## src/rtl/game_collision_arbiter_pkg.sv

```systemverilog
// Shared defaults and widths for the Kong-vs-object collision arbiter.
package game_collision_pkg;
  localparam int N_CH_DEF            = 3;
  localparam int COOLDOWN_FRAMES_DEF = 30;
  localparam int CNT_W_DEF           = 8;
  // Cooldown counter is wide enough for the full 0..255 frame range.
  localparam int CD_W                = 8;

  function automatic int idx_width(input int n);
    return (n > 1) ? $clog2(n) : 1;
  endfunction
endpackage

```

## src/rtl/game_collision_arbiter_if.sv

```systemverilog
// Frame/pixel inputs and hit reporting outputs of the collision arbiter.
interface game_collision_arbiter_if
  import game_collision_pkg::*;
#(
  parameter int N_CH  = N_CH_DEF,
  parameter int CNT_W = CNT_W_DEF
);
  localparam int IDX_W = idx_width(N_CH);

  logic                    startOfFrame;
  logic                    drawing_request_kong;
  logic [N_CH-1:0]         drawing_request;
  logic [N_CH-1:0]         channel_enable;
  logic                    clear_counts;
  logic [N_CH-1:0]         collision;
  logic [N_CH-1:0]         SingleHitPulse;
  logic                    hit_valid;
  logic [IDX_W-1:0]        hit_index;
  logic [N_CH-1:0]         cooldown_active;
  logic [N_CH*CNT_W-1:0]   hit_count;

  modport slave (
    input  startOfFrame, drawing_request_kong, drawing_request, channel_enable, clear_counts,
    output collision, SingleHitPulse, hit_valid, hit_index, cooldown_active, hit_count
  );

  modport master (
    output startOfFrame, drawing_request_kong, drawing_request, channel_enable, clear_counts,
    input  collision, SingleHitPulse, hit_valid, hit_index, cooldown_active, hit_count
  );
endinterface

```

## src/rtl/game_collision_arbiter_channel.sv

```systemverilog
// One object channel: per-frame hit flag, frame cooldown, saturating hit counter, hit pulse.
module collision_channel
  import game_collision_pkg::*;
#(
  parameter int COOLDOWN_FRAMES = COOLDOWN_FRAMES_DEF,
  parameter int CNT_W           = CNT_W_DEF
) (
  input  logic             clk,
  input  logic             resetN,
  input  logic             start_of_frame,
  input  logic             collision,
  input  logic             clear_counts,
  output logic             hit_accept,
  output logic             hit_pulse,
  output logic             cooldown_active,
  output logic [CNT_W-1:0] hit_count
);
  localparam logic [CD_W-1:0] CD_LOAD = CD_W'(COOLDOWN_FRAMES);

  logic            flag;
  logic [CD_W-1:0] cd_cnt;

  // Start of frame clears the flag in the same cycle, so a hit at pixel (0,0) counts.
  assign hit_accept      = collision && (start_of_frame || !flag) && (cd_cnt == '0);
  assign cooldown_active = (cd_cnt != '0);

  always_ff @(posedge clk or negedge resetN) begin
    if (!resetN) begin
      flag      <= 1'b0;
      cd_cnt    <= '0;
      hit_count <= '0;
      hit_pulse <= 1'b0;
    end else begin
      hit_pulse <= hit_accept;

      if (start_of_frame) flag <= hit_accept;
      else if (hit_accept) flag <= 1'b1;

      if (hit_accept) cd_cnt <= CD_LOAD;
      else if (start_of_frame && cd_cnt != '0) cd_cnt <= cd_cnt - CD_W'(1);

      if (clear_counts) hit_count <= hit_accept ? CNT_W'(1) : '0;
      else if (hit_accept && hit_count != '1) hit_count <= hit_count + CNT_W'(1);
    end
  end
endmodule

```

## src/rtl/game_collision_arbiter.sv

```systemverilog
// Tests Kong against N_CH object channels; one hit per channel per frame with cooldown.
module game_collision_arbiter
  import game_collision_pkg::*;
#(
  parameter int N_CH            = N_CH_DEF,
  parameter int COOLDOWN_FRAMES = COOLDOWN_FRAMES_DEF,
  parameter int CNT_W           = CNT_W_DEF
) (
  input  logic                     clk,
  input  logic                     resetN,
  game_collision_arbiter_if.slave  bus
);
  localparam int IDX_W = idx_width(N_CH);

  logic [N_CH-1:0]  accept;
  logic [IDX_W-1:0] nxt_idx;

  assign bus.collision = {N_CH{bus.drawing_request_kong}} & bus.drawing_request & bus.channel_enable;

  for (genvar g = 0; g < N_CH; g++) begin : g_ch
    collision_channel #(
      .COOLDOWN_FRAMES (COOLDOWN_FRAMES),
      .CNT_W           (CNT_W)
    ) u_ch (
      .clk             (clk),
      .resetN          (resetN),
      .start_of_frame  (bus.startOfFrame),
      .collision       (bus.collision[g]),
      .clear_counts    (bus.clear_counts),
      .hit_accept      (accept[g]),
      .hit_pulse       (bus.SingleHitPulse[g]),
      .cooldown_active (bus.cooldown_active[g]),
      .hit_count       (bus.hit_count[g*CNT_W +: CNT_W])
    );
  end

  // Lowest index wins; encoded from the accept vector so it lines up with the pulses.
  always_comb begin
    nxt_idx = '0;
    for (int i = N_CH - 1; i >= 0; i--)
      if (accept[i]) nxt_idx = IDX_W'(i);
  end

  always_ff @(posedge clk or negedge resetN) begin
    if (!resetN) begin
      bus.hit_valid <= 1'b0;
      bus.hit_index <= '0;
    end else begin
      bus.hit_valid <= |accept;
      bus.hit_index <= nxt_idx;
    end
  end
endmodule

```

## src/flat_wrapper.sv

```systemverilog
// flat-port wrapper written by rule: the top's interface ports become plain ports
module game_collision_arbiter_flat import game_collision_pkg::*;
#(
  parameter int N_CH            = N_CH_DEF,
  parameter int COOLDOWN_FRAMES = COOLDOWN_FRAMES_DEF,
  parameter int CNT_W           = CNT_W_DEF
)
  (clk, resetN, bus_startOfFrame, bus_drawing_request_kong, bus_drawing_request, bus_channel_enable, bus_clear_counts, bus_collision, bus_SingleHitPulse, bus_hit_valid, bus_hit_index, bus_cooldown_active, bus_hit_count);
  game_collision_arbiter_if #(.N_CH(N_CH), .CNT_W(CNT_W)) bus_i ();
  input  logic clk;
  input  logic resetN;
  input wire logic [$bits(bus_i.startOfFrame)-1:0] bus_startOfFrame;
  input wire logic [$bits(bus_i.drawing_request_kong)-1:0] bus_drawing_request_kong;
  input wire logic [$bits(bus_i.drawing_request)-1:0] bus_drawing_request;
  input wire logic [$bits(bus_i.channel_enable)-1:0] bus_channel_enable;
  input wire logic [$bits(bus_i.clear_counts)-1:0] bus_clear_counts;
  output wire logic [$bits(bus_i.collision)-1:0] bus_collision;
  output wire logic [$bits(bus_i.SingleHitPulse)-1:0] bus_SingleHitPulse;
  output wire logic [$bits(bus_i.hit_valid)-1:0] bus_hit_valid;
  output wire logic [$bits(bus_i.hit_index)-1:0] bus_hit_index;
  output wire logic [$bits(bus_i.cooldown_active)-1:0] bus_cooldown_active;
  output wire logic [$bits(bus_i.hit_count)-1:0] bus_hit_count;
  assign bus_i.startOfFrame = bus_startOfFrame;
  assign bus_i.drawing_request_kong = bus_drawing_request_kong;
  assign bus_i.drawing_request = bus_drawing_request;
  assign bus_i.channel_enable = bus_channel_enable;
  assign bus_i.clear_counts = bus_clear_counts;
  assign bus_collision = bus_i.collision;
  assign bus_SingleHitPulse = bus_i.SingleHitPulse;
  assign bus_hit_valid = bus_i.hit_valid;
  assign bus_hit_index = bus_i.hit_index;
  assign bus_cooldown_active = bus_i.cooldown_active;
  assign bus_hit_count = bus_i.hit_count;
  game_collision_arbiter #(.N_CH(N_CH), .COOLDOWN_FRAMES(COOLDOWN_FRAMES), .CNT_W(CNT_W)) u_core (.clk(clk), .resetN(resetN), .bus(bus_i));
endmodule
```

## config.mk

```make
export PLATFORM = sky130hd
export DESIGN_NAME = game_collision_arbiter_flat
export DESIGN_NICKNAME = d
export VERILOG_FILES = /design/src/rtl/game_collision_arbiter_pkg.sv /design/src/rtl/game_collision_arbiter_if.sv /design/src/rtl/game_collision_arbiter_channel.sv /design/src/rtl/game_collision_arbiter.sv /design/src/flat_wrapper.sv
export SDC_FILE = /design/constraint.sdc
export NUM_CORES = 1
export LEC_CHECK = 0
export ABC_AREA = 1
export CAP_MARGIN = 30
export CORE_UTILIZATION = 56
export DETAILED_ROUTE_END_ITERATION = 6
export GPL_ROUTABILITY_DRIVEN = 0
export PLACE_DENSITY = 0.89
export SLEW_MARGIN = 0
export SYNTH_ARGS = -nofsm -noshare
export SYNTH_HDL_FRONTEND = slang
export SYNTH_SLANG_ARGS = --single-unit
```

## constraint.sdc

```tcl
create_clock -name clk -period 1.75 [get_ports clk]
set_input_delay 0.35 -clock clk [delete_from_list [all_inputs] [get_ports clk]]
set_output_delay 0.35 -clock clk [all_outputs]
set_load 0.01 [all_outputs]
```

Yosys cells after proc, flatten, opt, wreduce, memory -nomap -nowiden
Cells that the tools add are included.
- register bits: 57
- latch bits: 0
- bits in writable memories: 0
- memory bits (read-only): 0
- bits of input ports: 11
- logic and storage cells: 83
- memories: 0
- add/sub/neg operators: 6
- $mul: 0
- divide/modulo/power cells: 0
- $lt $le $gt $ge: 0
- eq/ne operators: 3
- shift operators: 0
- mux-type cells: 24
- bitwise gates (word level): 2
- reduce and logical (&&, ||, !) cells: 34
- operators by type and width (operator ; number):
    two-way mux 8 bit ; 12
    adder 8 x 1 -> 8 bit, second input constant ; 3
    zero test 8 bit ; 3
    inequality test 8 bit, second input constant ; 3
    nonzero test 8 bit ; 3
    subtractor 8 x 1 -> 8 bit, second input constant ; 3
    nonzero test 2 bit ; 9
    logical AND 1 bit ; 12
    two-way mux 1 bit ; 9
    bitwise AND 3 bit ; 2
    two-way mux 2 bit ; 3
    zero test 1 bit ; 3
    logical OR 1 bit ; 3
    OR reduction 3 bit ; 1

Depth between registers and ports, before layout
- word-level depth: 7
- depth in mapped cells: 9

By module
A second synthesis with hierarchy kept.
- cell total of the unflattened synthesis: 511
- area, all modules: 3603.5 um^2
- by module, submodules not included (module ; times used ; cells each ; area each (um^2) ; sequential area each (um^2)):
    collision_channel ; 3 ; 164 ; 1156.1 ; 450.4
    game_collision_arbiter ; 1 ; 19 ; 135.1 ; 75.1

Worst setup path after synthesis
Ideal clock, no wire load.
- path kind: register to output
- from: register u_core.g_ch[2].u_ch.cd_cnt[0]
- to: output bus_cooldown_active[2]
- data arrival time: 1.138 ns
- path slack: 0.262 ns
- stages on the path, launching flop included: 7
- buffers on the path: 1
- path through: dfrtp_1 inv_1 ha_1 nand2_2 nor2_4 inv_1 buf_4
- cells in the longest elaborated chain, start to end: 1
- RTL lines (what ; line ; text):
    start, declared ; game_collision_arbiter_channel.sv:21 ; logic [CD_W-1:0] cd_cnt;
    start signal, assigned ; game_collision_arbiter_channel.sv:40 ; else if (start_of_frame && cd_cnt != '0) cd_cnt <= cd_cnt - CD_W'(1);
    nonzero test 8 bit ; game_collision_arbiter_channel.sv:25 ; assign cooldown_active = (cd_cnt != '0);
    end, declared ; flat_wrapper.sv:21 ; output wire logic [$bits(bus_i.cooldown_active)-1:0] bus_cooldown_active;
No other way between the ends.

Final worst setup path
- from: register u_core.g_ch[1].u_ch.hit_count[2]
- to: output bus_hit_count[10]
- RTL lines (what ; line ; text):
    start, declared ; game_collision_arbiter_channel.sv:16 ; output logic [CNT_W-1:0] hit_count
    start signal, assigned ; game_collision_arbiter_channel.sv:42 ; if (clear_counts) hit_count <= hit_accept ? CNT_W'(1) : '0;
    start signal, assigned ; game_collision_arbiter_channel.sv:43 ; else if (hit_accept && hit_count != '1) hit_count <= hit_count + CNT_W'(1);
    end, declared ; flat_wrapper.sv:22 ; output wire logic [$bits(bus_i.hit_count)-1:0] bus_hit_count;
No word-level cell between the ends.

==> reports/qor.yml <==
outcome: "finished with violations"
violations: "negative hold slack"
firstDrtPassIters: 5
fin_nets: 608
dp_hpwl_um: 5930
worst_pin_slew_ns: 0.329
synth_nets: 524
p_sw_mw: 1.79
antenna_cells: 0
async_flop_share: 1.00
post-route-period-util: 0.982
tns_ns: 0
ys_types: 28
synth_top_family_by_area: "simple AND/OR/NAND/NOR gates"
clockBufferDepth: 2
timing.fmax_ghz: 0.582
wl_um: 9110
grtUsageTotal: 0.285
leakage_nw: 2.34
powerDensity_nw_per_um2: 1060
ys_ff_latch: 57
p_comb_frac: 0.356
portBuffers: 46
finalSetupViolations: 0
ys.flop_type: "dfrtp_1"
syn_area_per_cell_um2: 7.02
yosysTopAreaCell: "dfrtp_1"
synth.area.mux_share: 0
start_util: 0.591
worstSetupEndpointType: "primary output"
grt_pass1_wl_um: 14500
antenna_found_initial: 0
drt-vias-per-instance: 5.47
synth_area_leaders: "dfrtp_1 40%, nand2_1 17%, nand3_1 10%"
grt_max_degree: 58
hold_slack_ns: -0.00929
worstPathArrival_ns: 1.37
critPathBufInv: 1
antenna_left: 0
startpoint_type: "flop"
maxCapViolCount: 0
clkLatencyLatePin_ns: 0.35
routedWlPerCell_um: 13.6
timing.final.crit_period_ns: 1.72
drive_gt1_frac: 0.197
internal_power_mw: 3.06
max-slew-margin-rel: 0.780
synth_compound_area_frac: 0.0246
critical-path-top-delay-family: "buffers and inverters"
cts_hold_buf: 0
crit_fanout: 6
path_cells: "clkdlybuf4s50_1"
core_um2: 6030
synth_top_area_frac: 0.401
grt_pass1_vias: 3294
p_seq_frac: 0.384
via_count: 3666
synthAdderAreaFrac: 0.0211
cts_buffers: 9
htreeDepth: 3
area_delta_synth_final_pct: 28.4
synth_area_um2: 3560
total_power_mw: 4.85
hold_viol_final: 7
dieHeight_um: 81.7
syn_inst: 507
p_clk_frac: 0.260
irDropWorstVdd_uv: 695
clock-sinks: 57
ys_warn_count: 0
finClkSkew_ns: 0.0117
ios: 47
yosysMostFrequentCell: "nand2_1"
slowest_stage: "clkdlybuf4s50_1"
fin_util: 0.759
rows: 28
grt_overflow: 0
drcViolationCount: 0
critPathRequiredTime_ns: 1.40
drtIter0Drc: 315
fp.dieW_um: 81.7
synth-simple-area-share: 0.437
synth_edf_count: 0
cts.reportedPaths.clkPinSlew_ns: 0.07
worst-setup-path-type: "reg2out"
slew_violations: 0
synth_seq_area_share: 0.401
die-area_um2: 6680
synth_common_cells: "163 x nand2_1, 74 x nand3_1, 64 x inv_1"
switching_share: 0.369
cts_tree: "yes"
cts_root_buf: "clkbuf_8"
slowest_delay_ns: 0.58
hold_class: "in2async"
synth-xor-area-share: 0.0123
-- cells by family (layout without fill, tap and decap cells) --
logic type | Yosys count | count (layout)
AO/OA/AOI/OAI | 16 | 16
XOR/XNOR | 5 | 5
adder cells (fa/ha/maj) | 6 | 6
buffers and inverters | 86 | 174
flip-flops | 57 | 57
AND/OR/NAND/NOR | 337 | 337
-- power groups by stage --
stage	combinational [mW]	clock [mW]	sequential, mW
after global placement	1.41	0	1.83
after global routing	1.93	1.33	1.89
after CTS	1.62	1.25	1.82
after detailed placement	1.50	0	1.84
after floorplan	1.03	0	1.79
final	1.73	1.26	1.86
-- what timing repair did --
item | in CTS | in global routing
pin swaps | 1 | 4
gates resized for setup | 22 | 19
setup endpoints to repair | 6 | 19
setup buffers | 7 | 1
-- registers in the layout, summed over array words and instances, names as in the netlist --
signal                      flops
u_core.g_ch.u_ch.hit_pulse      3
u_core.bus.hit_index            2
u_core.g_ch.u_ch.cd_cnt        24
u_core.g_ch.u_ch.flag           3
u_core.g_ch.u_ch.hit_count     24
u_core.bus.hit_valid            1
-- path summary, 6_finish.rpt --
| kind | slack, ns | cells after the start | start | to |
|---|---|---|---|---|
| hold reg to reg | 0.52 | 2 | u_core.g_ch[1].u_ch.cd_cnt[0]$_DFFE_PN0P_ | u_core.g_ch[1].u_ch.cd_cnt[0]$_DFFE_PN0P_ |
| setup / recovery | 0.03 | 1 | u_core.g_ch[1].u_ch.hit_count[2]$_DFFE_PN0P_ | bus_hit_count[10] |
| max in group asynchronous | 1.48 | 2 | resetN | u_core.g_ch[0].u_ch.hit_count[4]$_DFFE_PN0P_ |
| min in group clk | 0.52 | 2 | u_core.g_ch[1].u_ch.cd_cnt[0]$_DFFE_PN0P_ | u_core.g_ch[1].u_ch.cd_cnt[0]$_DFFE_PN0P_ |
| setup reg to reg | 0.10 | 12 | u_core.g_ch[0].u_ch.cd_cnt[1]$_DFFE_PN0P_ | u_core.g_ch[0].u_ch.cd_cnt[4]$_DFFE_PN0P_ |
| hold / removal | -0.009 | 2 | resetN | u_core.g_ch[1].u_ch.cd_cnt[2]$_DFFE_PN0P_ |
-- placed cells by master (no fill, tap or decap), types with 3 or more instances in the layout --
cell type	instances
o21bai_1	3
nor2_4	6
clkbuf_8	11
nor3b_1	4
nand3_2	3
nand2_2	10
inv_2	12
clkdlybuf4s50_1	38
ha_1	3
dfrtp_1	50
o21ai_0	13
nor2_2	6
nand2_1	162
nand4_1	15
xor2_1	3
nand3_1	72
buf_2	4
buf_4	41
dfrtp_2	7
nor2_1	48
dlygate4sd2_1	3
inv_1	57
or2_2	3
-- final cells by class --
type / instances / area [µm²]
Clock buffer: 12 / 155
Clock inverter: 3 / 40.0
Fill cell: 403 / 1450
Inverter: 70 / 263
Multi-Input combinational cell: 364 / 1800
Sequential cell: 57 / 1440
Tap cell: 75 / 93.8
Timing Repair Buffer: 89 / 785
-- metal layers --
metal,track usage,part of all wire
met4,0.137,0.023
met1,0.353,0.41
met5,0,0
met3,0.0533,0.068
met2,0.476,0.50
-- stage by stage --
stage               setup slack, ns  cells  cell area, µm²
global route                -0.0172    670            4570
CTS                          0.0105    669            4530
detailed placement           -0.278    647            4290
global placement             -0.254    647            4290
floorplan                     0.262    507            3560
finish                       0.0307    670            4570
Power figures use the tool's default switching activity.
